`src/rtl/adsr_pkg.sv`:
```
// adsr_pkg -- shared state encoding and constants for the ADSR envelope stage. Rev 1.0
`default_nettype none

package adsr_pkg;

   typedef enum logic [2:0] {
      ST_IDLE    = 3'd0,
      ST_ATTACK  = 3'd1,
      ST_DECAY   = 3'd2,
      ST_SUSTAIN = 3'd3,
      ST_RELEASE = 3'd4
   } adsr_state_t;

   localparam logic [15:0] LEVEL_MAX        = 16'hFFFF;
   localparam int          TICK_DIV_DEFAULT = 12288;

endpackage

`default_nettype wire

```
`src/rtl/adsr_envelope_rate_tick.sv`:
```
// rate_tick -- free-running prescaler, one-cycle tick every TICK_DIV clocks. Rev 1.0
`default_nettype none

module rate_tick
   import adsr_pkg::*;
#(
   parameter int TICK_DIV = TICK_DIV_DEFAULT
) (
   input  logic clk,
   input  logic reset,
   output logic tick
);

   localparam int             CW   = $clog2(TICK_DIV);
   localparam logic [CW-1:0]  LAST = CW'(TICK_DIV - 1);

   logic [CW-1:0] count_r;

   always_ff @(posedge clk) begin
      if (reset) begin
         count_r <= '0;
      end else if (count_r == LAST) begin
         count_r <= '0;
      end else begin
         count_r <= count_r + 1'b1;
      end
   end

   assign tick = (count_r == LAST);

endmodule

`default_nettype wire

```
`src/rtl/adsr_envelope.sv`:
```
// adsr_envelope -- gate-driven ADSR level generator and signed sample scaler. Rev 1.0
`default_nettype none

module adsr_envelope
   import adsr_pkg::*;
#(
   parameter int TICK_DIV = TICK_DIV_DEFAULT,
   parameter int LEVEL_W  = 16
) (
   input  logic               clk,
   input  logic               reset,
   input  logic               gate,
   input  logic [15:0]        sample_in,
   input  logic [LEVEL_W-1:0] attack_step,
   input  logic [LEVEL_W-1:0] decay_step,
   input  logic [LEVEL_W-1:0] sustain_level,
   input  logic [LEVEL_W-1:0] release_step,
   output logic [15:0]        sample_out,
   output logic [LEVEL_W-1:0] level,
   output logic [2:0]         state,
   output logic               active
);

   localparam logic [LEVEL_W-1:0] FULL = '1;
   localparam int                 PW   = 16 + LEVEL_W + 1;

   adsr_state_t        state_r, state_n;
   logic [LEVEL_W-1:0] level_r, level_n;
   logic               active_r;
   logic [15:0]        sample_r;
   logic               tick;

   logic [LEVEL_W:0]   atk_sum;
   logic [LEVEL_W:0]   dec_diff;
   logic [LEVEL_W:0]   rel_diff;
   logic signed [PW-1:0] product;
   logic               unused_product;

   rate_tick #(
      .TICK_DIV (TICK_DIV)
   ) u_tick (
      .clk   (clk),
      .reset (reset),
      .tick  (tick)
   );

   // One extra bit catches overflow (add) and underflow (sub) for saturation.
   assign atk_sum  = {1'b0, level_r} + {1'b0, attack_step};
   assign dec_diff = {1'b0, level_r} - {1'b0, decay_step};
   assign rel_diff = {1'b0, level_r} - {1'b0, release_step};

   always_comb begin
      state_n = state_r;
      level_n = level_r;
      case (state_r)
         ST_IDLE: begin
            level_n = '0;
            if (gate) state_n = ST_ATTACK;
         end
         ST_ATTACK: begin
            if (!gate) begin
               state_n = ST_RELEASE;
            end else if (tick) begin
               if (attack_step == '0 || atk_sum[LEVEL_W]) level_n = FULL;
               else                                     level_n = atk_sum[LEVEL_W-1:0];
               if (level_n == FULL) state_n = ST_DECAY;
            end
         end
         ST_DECAY: begin
            if (!gate) begin
               state_n = ST_RELEASE;
            end else if (tick) begin
               if (decay_step == '0 || dec_diff[LEVEL_W] ||
                   dec_diff[LEVEL_W-1:0] <= sustain_level) begin
                  level_n = sustain_level;
                  state_n = ST_SUSTAIN;
               end else begin
                  level_n = dec_diff[LEVEL_W-1:0];
               end
            end
         end
         ST_SUSTAIN: begin
            if (!gate) state_n = ST_RELEASE;
            else       level_n = sustain_level;
         end
         ST_RELEASE: begin
            // Retrigger keeps the current level so the attack ramps from there.
            if (gate) begin
               state_n = ST_ATTACK;
            end else if (tick) begin
               if (release_step == '0 || rel_diff[LEVEL_W] ||
                   rel_diff[LEVEL_W-1:0] == '0) begin
                  level_n = '0;
                  state_n = ST_IDLE;
               end else begin
                  level_n = rel_diff[LEVEL_W-1:0];
               end
            end
         end
         default: begin
            state_n = ST_IDLE;
            level_n = '0;
         end
      endcase
   end

   // Level is zero-extended so full scale stays positive in the signed product.
   assign product        = $signed(sample_in) * $signed({1'b0, level_r});
   assign unused_product = ^{product[PW-1], product[LEVEL_W-1:0]};

   always_ff @(posedge clk) begin
      if (reset) begin
         state_r  <= ST_IDLE;
         level_r  <= '0;
         active_r <= 1'b0;
         sample_r <= '0;
      end else begin
         state_r  <= state_n;
         level_r  <= level_n;
         active_r <= (state_n != ST_IDLE);
         sample_r <= product[LEVEL_W+15:LEVEL_W];
      end
   end

   assign sample_out = sample_r;
   assign level      = level_r;
   assign state      = state_r;
   assign active     = active_r;

endmodule

`default_nettype wire

```
`config.mk`:
```
export PLATFORM = sky130hd
export DESIGN_NAME = adsr_envelope
export DESIGN_NICKNAME = d
export VERILOG_FILES = /design/src/rtl/adsr_pkg.sv /design/src/rtl/adsr_envelope_rate_tick.sv /design/src/rtl/adsr_envelope.sv
export SDC_FILE = /design/constraint.sdc
export NUM_CORES = 1
export LEC_CHECK = 0
export ABC_AREA = 1
export CAP_MARGIN = 20
export CORE_UTILIZATION = 58
export CTS_BUF_LIST = sky130_fd_sc_hd__clkbuf_8
export DETAILED_ROUTE_END_ITERATION = 8
export PLACE_DENSITY = 0.88
export REMOVE_ABC_BUFFERS = 1
export SYNTH_ARGS = -nofsm -noshare
export SYNTH_HDL_FRONTEND = slang
export SYNTH_SLANG_ARGS = --single-unit
```
`constraint.sdc`:
```
create_clock -name clk -period 13.2 [get_ports clk]
set_clock_uncertainty 0.05 [all_clocks]
set_input_delay 1.98 -clock clk [delete_from_list [all_inputs] [get_ports clk]]
set_output_delay 1.98 -clock clk [all_outputs]
set_load 0.05 [all_outputs]
```
# Word-level counts from Yosys, hierarchy flattened
# Cells that the tools add are included.
# totals
ff_bits,50
inputBits,83
# op_classes
add_sub_neg,4
multipliers,1
order_cmp,1
n_eq_ne,13
mux,26
n_reduce_logical,13
# ops
op,n
16-bit two-way mux,13
16-bit logical NOT,4
16-bit one-hot mux with 4 select lines,1
16-bit by 16-bit subtractor with 17-bit output,2
3-bit two-way mux,11
16-bit by 17-bit multiplier with 32-bit output,1
16-bit by 16-bit adder with 17-bit output,1
"16-bit == test, second input constant",1
16-bit less-or-equal comparator,1
3-bit one-hot mux with 5 select lines,1
"14-bit by 1-bit adder with 14-bit output, second input constant",1
"14-bit == test, second input constant",1
"2-bit != test, second input constant",7
7-bit AND reduction,1
"3-bit by 2-bit == test with 1-bit output, second input constant",2
1-bit logical OR,5
"3-bit by 1-bit == test with 1-bit output, second input constant",1
"3-bit == test, second input constant",1
3-bit logical NOT,1
3-bit nonzero test,1
2-bit OR reduction,1

# Depth between registers and ports, before layout
# Gate-level depths: netlist (run 1).
# depth
word_depth,12
ltp_mapped,28
ltp_nobuf,27

# Cells and area by module
# Synthesis (run 1) repeated with hierarchy kept, for this count alone.
# unflattened
cells_unflattened,2325
hier_area_um2,15274.6
# modules_own_cells
mod,instances,cells_each,area_per_inst_um2
adsr_envelope,1,2224,14580.2
rate_tick,1,101,694.4

# Worst setup path before layout (run 1)
# No wires, ideal clock.
# synth_timing
path_kind,input to register
start,in sample_in[2]
end,"reg sample_r[7], in the netlist sample_out[7]"
setup_time_ns,0.139
arrival_ns,6.922
required_ns,13.011
setup_slack_ns,6.090
cell_stages,22
n_path_buf,2
cell_sequence,clkbuf_1 -> clkbuf_1 -> nand2_1 -> fa_1 -> fa_1 -> fa_1 -> inv_1 -> fa_1 -> fa_1 -> inv_1 -> fa_1 -> inv_1 -> ha_1 -> a21oi_1 -> o21ai_0 -> a21oi_1 -> inv_1 -> a21oi_1 -> o21ai_0 -> a21oi_1 -> xor2_1 -> nor2_1
# synth_via
elab_chain_len,1
# synth_lines
element,line_no,source
from (decl),adsr_envelope.sv:13,"input logic [15:0] sample_in,"
16-bit by 17-bit multiplier with 32-bit output,adsr_envelope.sv:108,"assign product = $signed(sample_in) * $signed({1'b0, level_r});"
to (signal assigned),adsr_envelope.sv:121,sample_r <= product[LEVEL_W+15:LEVEL_W];
to (decl),adsr_envelope.sv:30,logic [15:0] sample_r;
# Every way passes these cells.
# A chain may end at the register's enable or synchronous reset.

# Worst setup path after layout (run 1)
# layout_timing
start,in sample_in[7]
end,"reg sample_r[9], in the netlist sample_out[9]"
# Same word-level chain as after synthesis.

==> results.txt, run 1 <==
status = completed
DRC = 0
Starting Density = 59.59%
Adder-Cell Fraction of Synth Area = 40.84%
Vias/cell = 5.478
DRT antenna net count = 0
final critical-path required period = 7772 ps
worst slew pin tran = 1107 ps
routability cong. = 0.9483
Synth Area in Compound Gates = 8.621%
final instance count without filler cells = 2611
input/output buffers = 118
Final Util = 65.48%
Max-Slew Margin vs Limit = 25.95%
synthesis-to-layout area growth = 9.873%
Setup crit start = sample_in[7]
Top FF cell, synth = dfxtp_1
post-synthesis xor/xnor area fraction = 1.799%
Post-CTS Resized = 0
ant diodes = 0
Die Ht = 163.3 um
pin count of the biggest net entering global routing = 32
site row count = 58
hold buffer count at CTS = 0
CTS tree = done
async set-reset flop share out of synthesis = 0%
vias in the first global route = 14208
RSZ-0062 raised after global routing = no
synthesized area per cell = 6.811 sq um
via count = 14304
Post-Syn Area = 0.01509 sq mm
top-count cell post-synth = nand2_1
Longest Clk Path Bufs = 2
initial antenna violation count = 0
largest cells by area after synthesis = fa_1 26%, ha_1 15%, nand2_1 14%
Mapped Cells = 2216
Hold Crit Class = reg -> reg
crit path DAT = 8010 ps
final slew viol count = 0
Setup Viol. Count Final = 0
clock sink count = 50
Synth area leader = fa_1
first-pass GRT wire length = 69.56 mm
layout cells sized above 1 = 4.910%
grt ovf = 0
root buf cell = clkbuf_8
Post-synth top cells = 582 x nand2_1, 526 x inv_1, 196 x fa_1
Final period util = 58.88%
worst skew pair latency = 340 ps
TritonCTS Buffers = 5
Sum Neg Setup Slack = 0 ps
postcts setup bufs = 0
CP max FO = 16
peak supply drop = 0.00003559 V
DRT iter0 DRCs = 1262
largest family of logic cells by synthesized area = adder cells
Fin. Hold Viols = 0
HPWL Detailed = 35.31 mm
Synth Area in Simple Gates = 26.62%
post-synth top area share = 26.00%
placed cells = 2602
Pre-Repair DR Iteration Count = 5
WL final = 42.37 mm
Crit Reg-Reg Startpoint = level[7]$_SDFFE_PP0P_
H-tree levels = 2
max_cap viols = 0
YS warnings = 0
Die ar. = 0.02667 sq mm
Clk pin slew, worst setup/hold paths = 110 ps
CP endpoint kind = flop
hold_sp = u_tick.count_r[0]$_SDFF_PP0_
fmax = 0.1287 GHz
sequential-to-total area share from yosys stat = 6.632%
Final #Nets = 2738
mux cell area share after synthesis = 0%
CP required = 13430 ps
Die X = 163.3 um
Filler Cells Inserted = 2225
Worst R2R Setup Slack = 7020 ps
final hold slack = 414.7 ps
I/O pin total = 119
PwrDens = 34.46 mW/mm^2
Yosys reg bits = 50
wire per inst = 16.23 um
core box area = 0.02533 sq mm
CP startpoint kind = input port
EDFF count, synth = 0
Total GRT Usage = 33.16%
Yosys cell types = 49
Leak = 9.571 nW
critical path type = in -> reg
-- placed cells by master (no fill, tap or decap), types with 14 or more instances in the layout --
cell / count
ha_1: 179
fa_1: 196
nand4_1: 25
nand2_1: 582
nor2_1: 155
xor2_1: 14
dfxtp_1: 50
o21ai_0: 56
buf_4: 15
nand2_2: 23
clkdlybuf4s50_1: 118
nand3_2: 25
a21oi_1: 108
xnor2_1: 17
nand3_1: 67
inv_1: 526
-- worst max-delay path, stage by stage --
cell and delay (ps):
clkdlybuf4s50_1 940, nand2_1 210, fa_1 590, inv_1 60, fa_1 500, inv_1 60, fa_1 530, inv_1 50
fa_1 470, fa_1 510, inv_1 50, fa_1 490, inv_1 50, ha_1 310, a21oi_1 200, o21ai_0 150
a21oi_1 160, nand3_1 190, a21oi_1 240, o21ai_0 120, a21oi_1 130
-- stage by stage --
step / worst slack, ps / instance area [sq um] / power [mW]
global placement: 5270 / 16460 / 0.4557
finish: 5428 / 16580 / 0.5715
CTS: 5580 / 16560 / 0.5687
detailed placement: 5239 / 16460 / 0.4629
global route: 5164 / 16580 / 0.6096
floorplan: 6519 / 14750 / 0.3539
-- routing by layer --
| metal | share of wire, % | vias to the layer above | global-route usage, % |
|---|---|---|---|
| met5 | 0 | - | 0 |
| met4 | 2.5 | 0 | 10.24 |
| met3 | 8.7 | 86 | 4.698 |
| met2 | 46 | 661 | 53.87 |
| met1 | 43 | 6740 | 45.50 |
| li1 | - | 6817 | - |
-- power by group --
part / leakage, nW / switching [mW] / internal (mW)
Combinational: 9.11 / 0.191 / 0.110
Sequential: 0.409 / 0.00523 / 0.159
Clock: 0.0502 / 0.0668 / 0.0395
-- final timing paths --
kind | cells after the start | end
setup / recovery | 21 | sample_out[9]$_SDFF_PP0_
hold / removal | 1 | u_tick.count_r[0]$_SDFF_PP0_
setup reg to reg | 23 | sample_out[7]$_SDFF_PP0_
hold reg to reg | 1 | u_tick.count_r[0]$_SDFF_PP0_
-- sequential cells by signal, indices dropped and copies added, names as in the netlist --
| register | flops |
|---|---|
| sample_out | 16 |
| state | 3 |
| u_tick.count_r | 14 |
| level | 16 |
| active | 1 |
-- layout make-up --
class	count	area, sq um	area share, %
flip-flops and latches	50	1001	6.036
repair buffers	134	1321	7.967
well taps	330	412.9	2.490
clock buffers	5	68.82	0.4150
clock inverters	3	28.78	0.1735
inverters	532	1997	12.04
multi-input cells	1557	11750	70.88
-- kinds of logic (layout without fill, tap and decap cells) --
logic type,after synthesis,count (layout)
flops,50,50
fa+ha+maj,375,375
buf+inv,609,674
xor+xnor,31,31
compound gates,223,223
simple gates,928,928
Note: power is estimated with default switching activity, not from simulation.
==> run 2, diff against run 1 <==
==> constraint.sdc (replaced) <==
create_clock -name clk -period 7.3 [get_ports clk]
set_clock_uncertainty 0.05 [all_clocks]
set_input_delay 1.095 -clock clk [delete_from_list [all_inputs] [get_ports clk]]
set_output_delay 1.095 -clock clk [all_outputs]
set_load 0.05 [all_outputs]
==> run 2 against run 1 <==
  * Utilization rose by 0.60 points
  * Sequential share of layout area fell by 0.055 points
  * Die area did not move
  * Final area rose by 0.92%
  * Non-clock buffer count rose by 17
  * Critical endpoint is now sample_out[13]$_SDFF_PP0_
  * Highest routed layer is now met5
==> results.txt, run 2 (synthesized netlist as in run 1, its figures left out) <==
status = completed (unchanged)
Worst R2R Setup Slack = 1100 ps (was 7020 ps)
fmax = 0.1478 GHz
switch share = 42.19% (was 46.04%)
Die ar. = 0.02667 sq mm (unchanged)
hold depth = 1 (unchanged)
Die X = 163.3 um (unchanged)
layout cells sized above 1 = 5.614% (was 4.910%)
CP required = 7530 ps (was 13430 ps)
critical path type = in -> reg (unchanged)
wire per inst = 16.24 um (was 16.23 um)
core box area = 0.02533 sq mm (unchanged)
pin count of the biggest net entering global routing = 32 (unchanged)
hold_sp = u_tick.count_r[0]$_SDFF_PP0_ (unchanged)
Max-Slew Margin vs Limit = 20.96% (was 25.95%)
Crit Reg-Reg Startpoint = level[2]$_SDFFE_PP0P_ (was level[7]$_SDFFE_PP0P_)
grt ovf = 0 (unchanged)
routability cong. = 1.054 (was 0.9483)
input/output buffers = 118 (unchanged)
Leak = 9.669 nW (was 9.571 nW)
Final #Nets = 2755 (was 2738)
I/O pin total = 119 (unchanged)
Die Ht = 163.3 um (unchanged)
crit path DAT = 6990 ps (was 8010 ps)
Setup Viol. Count Final = 0 (unchanged)
vias in the first global route = 14199 (was 14208)
Post-CTS Resized = 0 (unchanged)
Fin. Hold Viols = 0 (unchanged)
DRC = 0 (unchanged)
CP endpoint kind = flop (unchanged)
CP startpoint kind = input port (unchanged)
final critical-path required period = 6768 ps
DRT antenna net count = 0 (unchanged)
RSZ-0062 raised after global routing = no (unchanged)
slowest CP cell = clkdlybuf4s50_1 (unchanged)
Internal Pwr Total = 0.6380 mW (was 0.3084 mW)
via count = 14434 (was 14304)
first-pass GRT wire length = 69.74 mm (was 69.56 mm)
Crit path largest cell delay = 850 ps (was 940 ps)
part of the power in registers = 27.0% (was 28.7%)
placed cell areas = 0.01659 sq mm (was 0.01646 sq mm)
Hold Crit Class = reg -> reg (unchanged)
Net Switching = 0.4657 mW (was 0.2631 mW)
CTS tree = done (unchanged)
Sum Neg Setup Slack = 0 ps (unchanged)
Comb pwr share = 50.1% (was 52.7%)
Final Util = 66.08% (was 65.48%)
worst slew pin tran = 1184 ps (was 1107 ps)
max_cap viols = 0 (unchanged)
site row count = 58 (unchanged)
Pre-Repair DR Iteration Count = 5 (unchanged)
synthesis-to-layout area growth = 10.88% (was 9.873%)
Worst Hold Path EP = u_tick.count_r[0]$_SDFF_PP0_ (unchanged)
worst-path cell chain = clkdlybuf4s50_1, nand2_1, fa_1, fa_1, inv_1, fa_1, fa_1, fa_1, inv_1, fa_1, inv_1, ha_1, a21oi_1, o21ai_0, a21oi_1, nand3_1, a31oi_1, o21ai_0, a21oi_1 (was clkdlybuf4s50_1, nand2_1, fa_1, inv_1, fa_1, inv_1, fa_1, inv_1, fa_1, fa_1, inv_1, fa_1, inv_1, ha_1, a21oi_1, o21ai_0, a21oi_1, nand3_1, a21oi_1, o21ai_0, a21oi_1)
TritonCTS Buffers = 5 (unchanged)
most frequent cells in the layout = 582 x nand2_1, 526 x inv_1, 196 x fa_1 (unchanged)
root buf cell = clkbuf_8 (unchanged)
H-tree levels = 2 (unchanged)
HPWL Detailed = 36.12 mm (was 35.31 mm)
PwrDens = 65.94 mW/mm^2 (was 34.46 mW/mm^2)
delay-heaviest family, CP = adder cells (unchanged)
clock sink count = 50 (unchanged)
Total GRT Usage = 33.31% (was 33.16%)
Starting Density = 59.59% (unchanged)
Longest Clk Path Bufs = 2 (unchanged)
Vias/cell = 5.492 (was 5.478)
clock network power share = 22.9% (was 18.6%)
DRT iter0 DRCs = 1210 (was 1262)
WL final = 42.68 mm (was 42.37 mm)
ant diodes = 0 (unchanged)
hold buffer count at CTS = 0 (unchanged)
Design Area, Final = 0.01674 sq mm (was 0.01658 sq mm)
commonest non-fill, non-tap cell in the layout = nand2_1 (unchanged)
Total Power = 1.104 mW (was 0.5715 mW)
Clk pin slew, worst setup/hold paths = 100 ps (was 110 ps)
postcts setup bufs = 0 (unchanged)
worst skew pair latency = 340 ps (about the same)
final slew viol count = 0 (unchanged)
reg2reg end = sample_out[13]$_SDFF_PP0_ (was sample_out[7]$_SDFF_PP0_)
Buffers & Inverters on Critical Path = 4 (was 6)
Final period util = 92.71%
Crit path top cell by count = fa_1 (unchanged)
CP max FO = 13 (was 16)
peak supply drop = 0.00009482 V (was 0.00003559 V)
initial antenna violation count = 1 (was 0)
R2R depth = 18 (was 23)
-- run 2: layout make-up --
type | count | area (sq um)
Clock buffer | 6 | 82.58
Clock inverter | 2 | 60.06
Fill cell | 2122 | 8591
Inverter | 532 | 1997
Multi-Input combinational cell | 1557 | 11750
Sequential cell | 50 | 1001
Tap cell | 330 | 412.9
Timing Repair Buffer | 151 | 1429
-- run 2: power groups by stage --
stage	Combinational (mW)	Clock [mW]	Sequential (mW)
5_1_grt	0.609	0.264	0.299
2_1_floorplan	0.293	0	0.347
6_report	0.553	0.253	0.298
3_5_place_dp	0.540	0	0.304
4_1_cts	0.545	0.254	0.298
3_3_place_gp	0.527	0	0.304
-- run 2: through the flow --
| step | setup slack (ps) | cells | hold slack [ps] |
|---|---|---|---|
| final | 532.4 | 2628 | 418.0 |
| after global routing | 245.3 | 2628 | 465.3 |
| after CTS | 656.0 | 2627 | 418.0 |
| after detailed placement | 327.5 | 2619 | 399.3 |
| after global placement | 351.9 | 2619 | 377.3 |
| after floorplan | 1504 | 2139 | 367.5 |
-- run 2: worst max path at each step --
stage,startpoint,to,slack (ps),depth (start not counted)
final,sample_in[3],sample_out[13]$_SDFF_PP0_,530,19
after global routing,sample_in[3],sample_out[7]$_SDFF_PP0_,250,21
after CTS,sample_in[3],sample_out[13]$_SDFF_PP0_,660,19
after detailed placement,sample_in[3],sample_out[13]$_SDFF_PP0_,330,19
after global placement,sample_in[3],sample_out[13]$_SDFF_PP0_,350,19
after floorplan,sample_in[15],sample_out[10]$_SDFF_PP0_,1500,18
-- run 2: metal layers --
layer,track usage [%],routed length [um]
met5,0,13
met4,11.34,1484
met3,5.866,4212
met2,53.81,19140
met1,44.82,17830
-- run 2: worst register-to-register path: stages, from the launching register on --
cell	delay, ps
dfxtp_1	1120
nand2_1	190
fa_1	550
fa_1	500
inv_1	50
fa_1	430
fa_1	510
fa_1	500
inv_1	50
fa_1	480
inv_1	50
ha_1	370
a21oi_1	230
o21ai_0	170
a21oi_1	150
nand3_1	200
a31oi_1	290
o21ai_0	120
a21oi_1	130
